### config.mk
export PLATFORM = sky130hd
export DESIGN_NAME = aes128_mode_ctrl
export DESIGN_NICKNAME = d
export VERILOG_FILES = /design/src/rtl/aes128_mode_ctrl.sv
export SDC_FILE = /design/constraint.sdc
export NUM_CORES = 2
export LEC_CHECK = 0
export CAP_MARGIN = 10
export CORE_AREA = 2 2 261 263
export CTS_BUF_LIST = sky130_fd_sc_hd__clkbuf_8
export CTS_CLUSTER_SIZE = 25
export DETAILED_ROUTE_END_ITERATION = 12
export DIE_AREA = 0 0 263 265
export PLACE_DENSITY = 0.75
export REMOVE_ABC_BUFFERS = 1
export SLEW_MARGIN = 20
export SYNTH_ARGS = -nofsm -noshare
export SYNTH_HDL_FRONTEND = slang
export SYNTH_SLANG_ARGS = --single-unit
### constraint.sdc
create_clock -name clk_sys -period 3.3 [get_ports clk_sys]
set_clock_uncertainty 0.05 [all_clocks]
set_input_delay 0.825 -clock clk_sys [delete_from_list [all_inputs] [get_ports clk_sys]]
set_output_delay 0.825 -clock clk_sys [all_outputs]
set_load 0.005 [all_outputs]
### src/rtl/aes128_mode_ctrl.sv
// Block-cipher mode controller: sits between a streaming data port and a single-block AES-128 core,
// applying ECB/CBC/CFB/OFB/CTR chaining with one block in flight at a time.
module aes128_mode_ctrl #(
  parameter int CNT_W = 16
) (
  input  logic             clk_sys,
  input  logic             rst,
  input  logic [2:0]       mode,
  input  logic [127:0]     iv,
  input  logic             sess_start,
  input  logic             sess_end,
  output logic             sess_busy,
  output logic             mode_err,
  input  logic [127:0]     din,
  input  logic             din_valid,
  output logic             din_ready,
  output logic [127:0]     dout,
  output logic             dout_valid,
  input  logic             dout_ready,
  output logic [CNT_W-1:0] blk_cnt,
  output logic [127:0]     aes_plain_text,
  output logic             aes_cipher_en,
  input  logic [127:0]     aes_cipher_text,
  input  logic             aes_cipher_ready
);

  typedef enum logic [1:0] {IDLE, LOAD, RUN, OUT} state_e;

  localparam logic [2:0] MODE_ECB = 3'd0;
  localparam logic [2:0] MODE_CBC = 3'd1;
  localparam logic [2:0] MODE_CFB = 3'd2;
  localparam logic [2:0] MODE_OFB = 3'd3;
  localparam logic [2:0] MODE_CTR = 3'd4;

  state_e             state_q, state_d;
  logic [2:0]         mode_q, mode_d;
  logic [127:0]       chain_q, chain_d;
  logic [127:0]       pt_q, pt_d;
  logic [127:0]       dout_q, dout_d;
  logic               dout_valid_q, dout_valid_d;
  logic [127:0]       plain_q, plain_d;
  logic               cipher_en_q, cipher_en_d;
  logic [CNT_W-1:0]   blk_cnt_q, blk_cnt_d;
  logic               end_q, end_d;
  logic               mode_err_q, mode_err_d;

  logic [127:0]       ct_xor_pt;

  assign ct_xor_pt = aes_cipher_text ^ pt_q;

  always_comb begin
    state_d      = state_q;
    mode_d       = mode_q;
    chain_d      = chain_q;
    pt_d         = pt_q;
    dout_d       = dout_q;
    dout_valid_d = dout_valid_q;
    plain_d      = plain_q;
    cipher_en_d  = 1'b0;
    blk_cnt_d    = blk_cnt_q;
    end_d        = end_q;
    mode_err_d   = 1'b0;

    case (state_q)
      IDLE: begin
        if (sess_start) begin
          if (mode <= MODE_CTR) begin
            chain_d   = iv;
            mode_d    = mode;
            blk_cnt_d = '0;
            end_d     = 1'b0;
            state_d   = LOAD;
          end else begin
            mode_err_d = 1'b1;
          end
        end
      end

      LOAD: begin
        if (sess_end) begin
          state_d = IDLE;
        end else if (din_valid) begin
          pt_d        = din;
          cipher_en_d = 1'b1;
          state_d     = RUN;
          case (mode_q)
            MODE_ECB: plain_d = din;
            MODE_CBC: plain_d = din ^ chain_q;
            default:  plain_d = chain_q;
          endcase
        end
      end

      RUN: begin
        if (sess_end) end_d = 1'b1;
        if (aes_cipher_ready) begin
          dout_valid_d = 1'b1;
          state_d      = OUT;
          case (mode_q)
            MODE_ECB: dout_d = aes_cipher_text;
            MODE_CBC: begin
              dout_d  = aes_cipher_text;
              chain_d = aes_cipher_text;
            end
            MODE_CFB: begin
              dout_d  = ct_xor_pt;
              chain_d = ct_xor_pt;
            end
            MODE_OFB: begin
              dout_d  = ct_xor_pt;
              chain_d = aes_cipher_text;
            end
            MODE_CTR: begin
              dout_d  = ct_xor_pt;
              chain_d = chain_q + 128'd1;
            end
            default: dout_d = aes_cipher_text;
          endcase
        end
      end

      OUT: begin
        if (sess_end) end_d = 1'b1;
        if (dout_ready) begin
          dout_valid_d = 1'b0;
          end_d        = 1'b0;
          if (blk_cnt_q != '1) blk_cnt_d = blk_cnt_q + CNT_W'(1);
          // A session end seen during this block defers the return to IDLE until the result is taken
          state_d = (end_q || sess_end) ? IDLE : LOAD;
        end
      end

      default: state_d = IDLE;
    endcase
  end

  always_ff @(posedge clk_sys) begin
    if (rst) begin
      state_q      <= IDLE;
      mode_q       <= '0;
      chain_q      <= '0;
      pt_q         <= '0;
      dout_q       <= '0;
      dout_valid_q <= 1'b0;
      plain_q      <= '0;
      cipher_en_q  <= 1'b0;
      blk_cnt_q    <= '0;
      end_q        <= 1'b0;
      mode_err_q   <= 1'b0;
    end else begin
      state_q      <= state_d;
      mode_q       <= mode_d;
      chain_q      <= chain_d;
      pt_q         <= pt_d;
      dout_q       <= dout_d;
      dout_valid_q <= dout_valid_d;
      plain_q      <= plain_d;
      cipher_en_q  <= cipher_en_d;
      blk_cnt_q    <= blk_cnt_d;
      end_q        <= end_d;
      mode_err_q   <= mode_err_d;
    end
  end

  assign sess_busy      = (state_q != IDLE);
  assign mode_err       = mode_err_q;
  assign din_ready      = (state_q == LOAD) && !sess_end;
  assign dout           = dout_q;
  assign dout_valid     = dout_valid_q;
  assign blk_cnt        = blk_cnt_q;
  assign aes_plain_text = plain_q;
  assign aes_cipher_en  = cipher_en_q;

endmodule

==> out/metrics.yaml <==
cp_slowest_stage_delay_ns: 0.67
die_h_microns: 265
cp.arrival_ns: 2.25
cts_tree: "built"
drc: 0
rsz0062_at_grt: "false"
initial_core_util_pct: 46.7
grt_pass1_vias: 33621
grt_pass1_wl_microns: 208000
antenna_found_initial: 43
worst_slack_ns: 0.176
wl_per_cell_microns: 23.7
period_share_pct: 94.7
synth_cell_types: 85
critPathMaxFanout: 17
finalWirelength_microns: 140000
syn_inst: 4348
wl_met1_microns: 53900
gr-usage-all-layers_pct: 38.1
grt_max_degree: 158
synth_ff_type: "dfxtp_1"
top_layer: "met5"
syn_to_final_growth_pct: 33.5
crit_path_start: "state_q[0]"
viasPerCell: 6.31
num_rows: 95
global_route.overflow_total: 0
ff2ff_path_depth: 6
ys_seq_elements: 537
hpwl_microns: 101000
core_area_sq_mm: 0.0668
vdd_drop_max_mv: 0.336
instances_no_fill: 5891
relSlewSlack_pct: 35.9
io_buffers: 670
dr_wl_met3_microns: 14000
r2r_end: "chain_q[114]"
maxCapViolations: 0
clkLatencyLatePin_ns: 0.73
outcome: "complete, no violations"
clock_path_buffers: 3
final_nets: 5304
drive_above_1_share_pct: 8.11
ant_nets: 0
period_needed_ns: 3.12
leakage_nw: 13.5
dp.cells: 5682
yosysWarnings: 0
dieArea_sq_mm: 0.0697
drt_iter0_drc: 4560
pin_count: 671
worstSetupStartpointType: "flip-flop"
synth-edff-count: 0
avgSynthCellArea_sq_um: 7.18
async_reset_ff_share_pct: 0
rr_startpoint: "chain_q[52]"
r2r_setup_slack_ns: 0.23
hp-class: "flip-flop to flip-flop"
cp-end-kind: "output port"
worstMarginPinSlew_ns: 0.961
powerDensity_mw_per_mm2: 399
first_pass_iters: 6
synth-seq-area-share_pct: 34.4
cts_root_buf: "clkbuf_8"
htree_num_levels: 3
place_congestion: 0.996
crit_slowest_cell: "dfxtp_1"
syn_area_sq_mm: 0.0312
min_from: "pt_q[86]"
wl_met2_microns: 64600
place_ws_ns: 0.0844
setup_violations: 0
fmax_mhz: 320
worstSetupPathType: "flip-flop to output port"
crit_end: "din_ready"
slew_violations: 0
cp.required_ns: 2.42
cts-resized-gates: 0
hold_viol: 0
cts.sinks: 537
via_count: 37151
clkTransAtPathRegs_ns: 0.06
cp_cell_sequence: "nor3b_1 -> clkdlybuf4s50_1"
die_w_microns: 263
cts_buffers: 96
## Yosys cell counts, types with 8 or more instances
library cell,n,area share [%]
or4_1,11,0.26
mux2i_1,24,0.77
nor2_1,493,5.9
o211a_1,16,0.51
nor3b_1,8,0.19
buf_1,30,0.36
xnor2_1,34,0.95
nand3_1,217,3.5
buf_2,16,0.26
nand4_1,78,1.6
o31ai_1,25,0.60
nand2_1,510,6.1
nor4_1,88,1.8
clkbuf_1,356,4.3
a211oi_1,278,6.7
o211ai_1,18,0.43
dfxtp_1,537,34
o21ai_0,329,5.3
nand3b_1,29,0.70
o2bb2ai_1,11,0.31
xor2_1,141,4.0
nor3_1,120,1.9
a21oi_1,535,8.6
a221oi_1,75,2.1
o22ai_1,18,0.36
o32ai_1,15,0.42
and4_1,8,0.22
or3_1,11,0.22
o31a_1,10,0.28
a31oi_1,31,0.62
inv_1,33,0.40
and3_1,23,0.46
nor2b_1,79,1.6
## stage by stage
step                      cell area, sq um  hold slack [ns]  TNS [ns]  total power [mW]  utilization, %
after floorplan                      29600            0.399  -4641.41              8.37               -
after global placement               39600            0.413         0              9.93            59.2
after detailed placement             39600            0.420         0              9.98            59.2
after CTS                            41600            0.428         0              16.6            62.3
after global routing                 41700            0.448         0              17.2            62.4
final                                41700            0.431         0              16.6            62.4
## area by class of cell
cell class                 instances  area (sq um)
clock inverter                    49           312
multi-input combinational       3364         18900
clock buffer                     125          1720
timing repair buffer             876          8750
antenna                           34          85.1
fill                            6152         25100
sequential                       537         10800
tap                              873          1090
inverter                          33           124
## timing repair
action	in CTS	in global routing
hold buffers	0	0
endpoints found under the hold margin	0	0
setup buffers	0	1
setup endpoints to repair	0	3
## cell families after synthesis
| kind of cell | count (synthesis) | synth area share, % |
|---|---|---|
| simple gates | 1719 | 25.7 |
| compound gates | 1443 | 28.5 |
| flops | 537 | 34.4 |
| buf+inv | 447 | 5.63 |
| xor+xnor | 175 | 4.91 |
| mux | 25 | 0.805 |
| fa+ha+maj | 2 | 0.0801 |
## state kept, by name, indices dropped and copies added, names as in the netlist, named ones only
signal          flops
mode_q              3
dout              128
mode_err            1
aes_plain_text    128
blk_cnt            16
pt_q              128
dout_valid          1
aes_cipher_en       1
end_q               1
chain_q           128
state_q             1
## how the worst min path moves through the flow
stage / to / depth (start not counted)
2_1_floorplan: pt_q[100] / 2
3_3_place_gp: pt_q[89] / 2
3_5_place_dp: pt_q[113] / 2
4_1_cts: pt_q[113] / 2
5_1_grt: pt_q[48] / 2
6_report: pt_q[86] / 2
## critical path, delay by kind of cell, from the launching register on
family | cells | cell delay (ns)
buffers and inverters | 1 | 0.56
flip-flops | 1 | 0.67
AND/OR/NAND/NOR | 1 | 0.32
## layer usage
layer,global-route usage [%],vias to the layer above
met4,19.6,22
met2,62.1,2112
li1,-,16994
met5,0,-
met3,8.34,421
met1,47.4,17602
## power breakdown
| part | internal (mW) | switching, mW | leakage (nW) |
|---|---|---|---|
| clock | 3.63 | 3.08 | 1.15 |
| sequential | 6.70 | 0.330 | 4.35 |
| combinational | 1.22 | 1.69 | 7.98 |
## cells in the final DEF (no fill, tap or decap), drive strengths merged, types with 82 or more instances in the layout
cell type,Yosys,final
nor3,120,120
clkdlybuf4s50,0,669
clkbuf,358,125
a21oi,535,535
buf,54,207
xor2,141,141
o21ai,330,330
a211oi,278,278
nor2,494,494
nor4,89,89
dfxtp,537,537
nand3,217,217
nand4,82,82
nand2,510,510
Note: power is estimated with default switching activity, not from simulation.
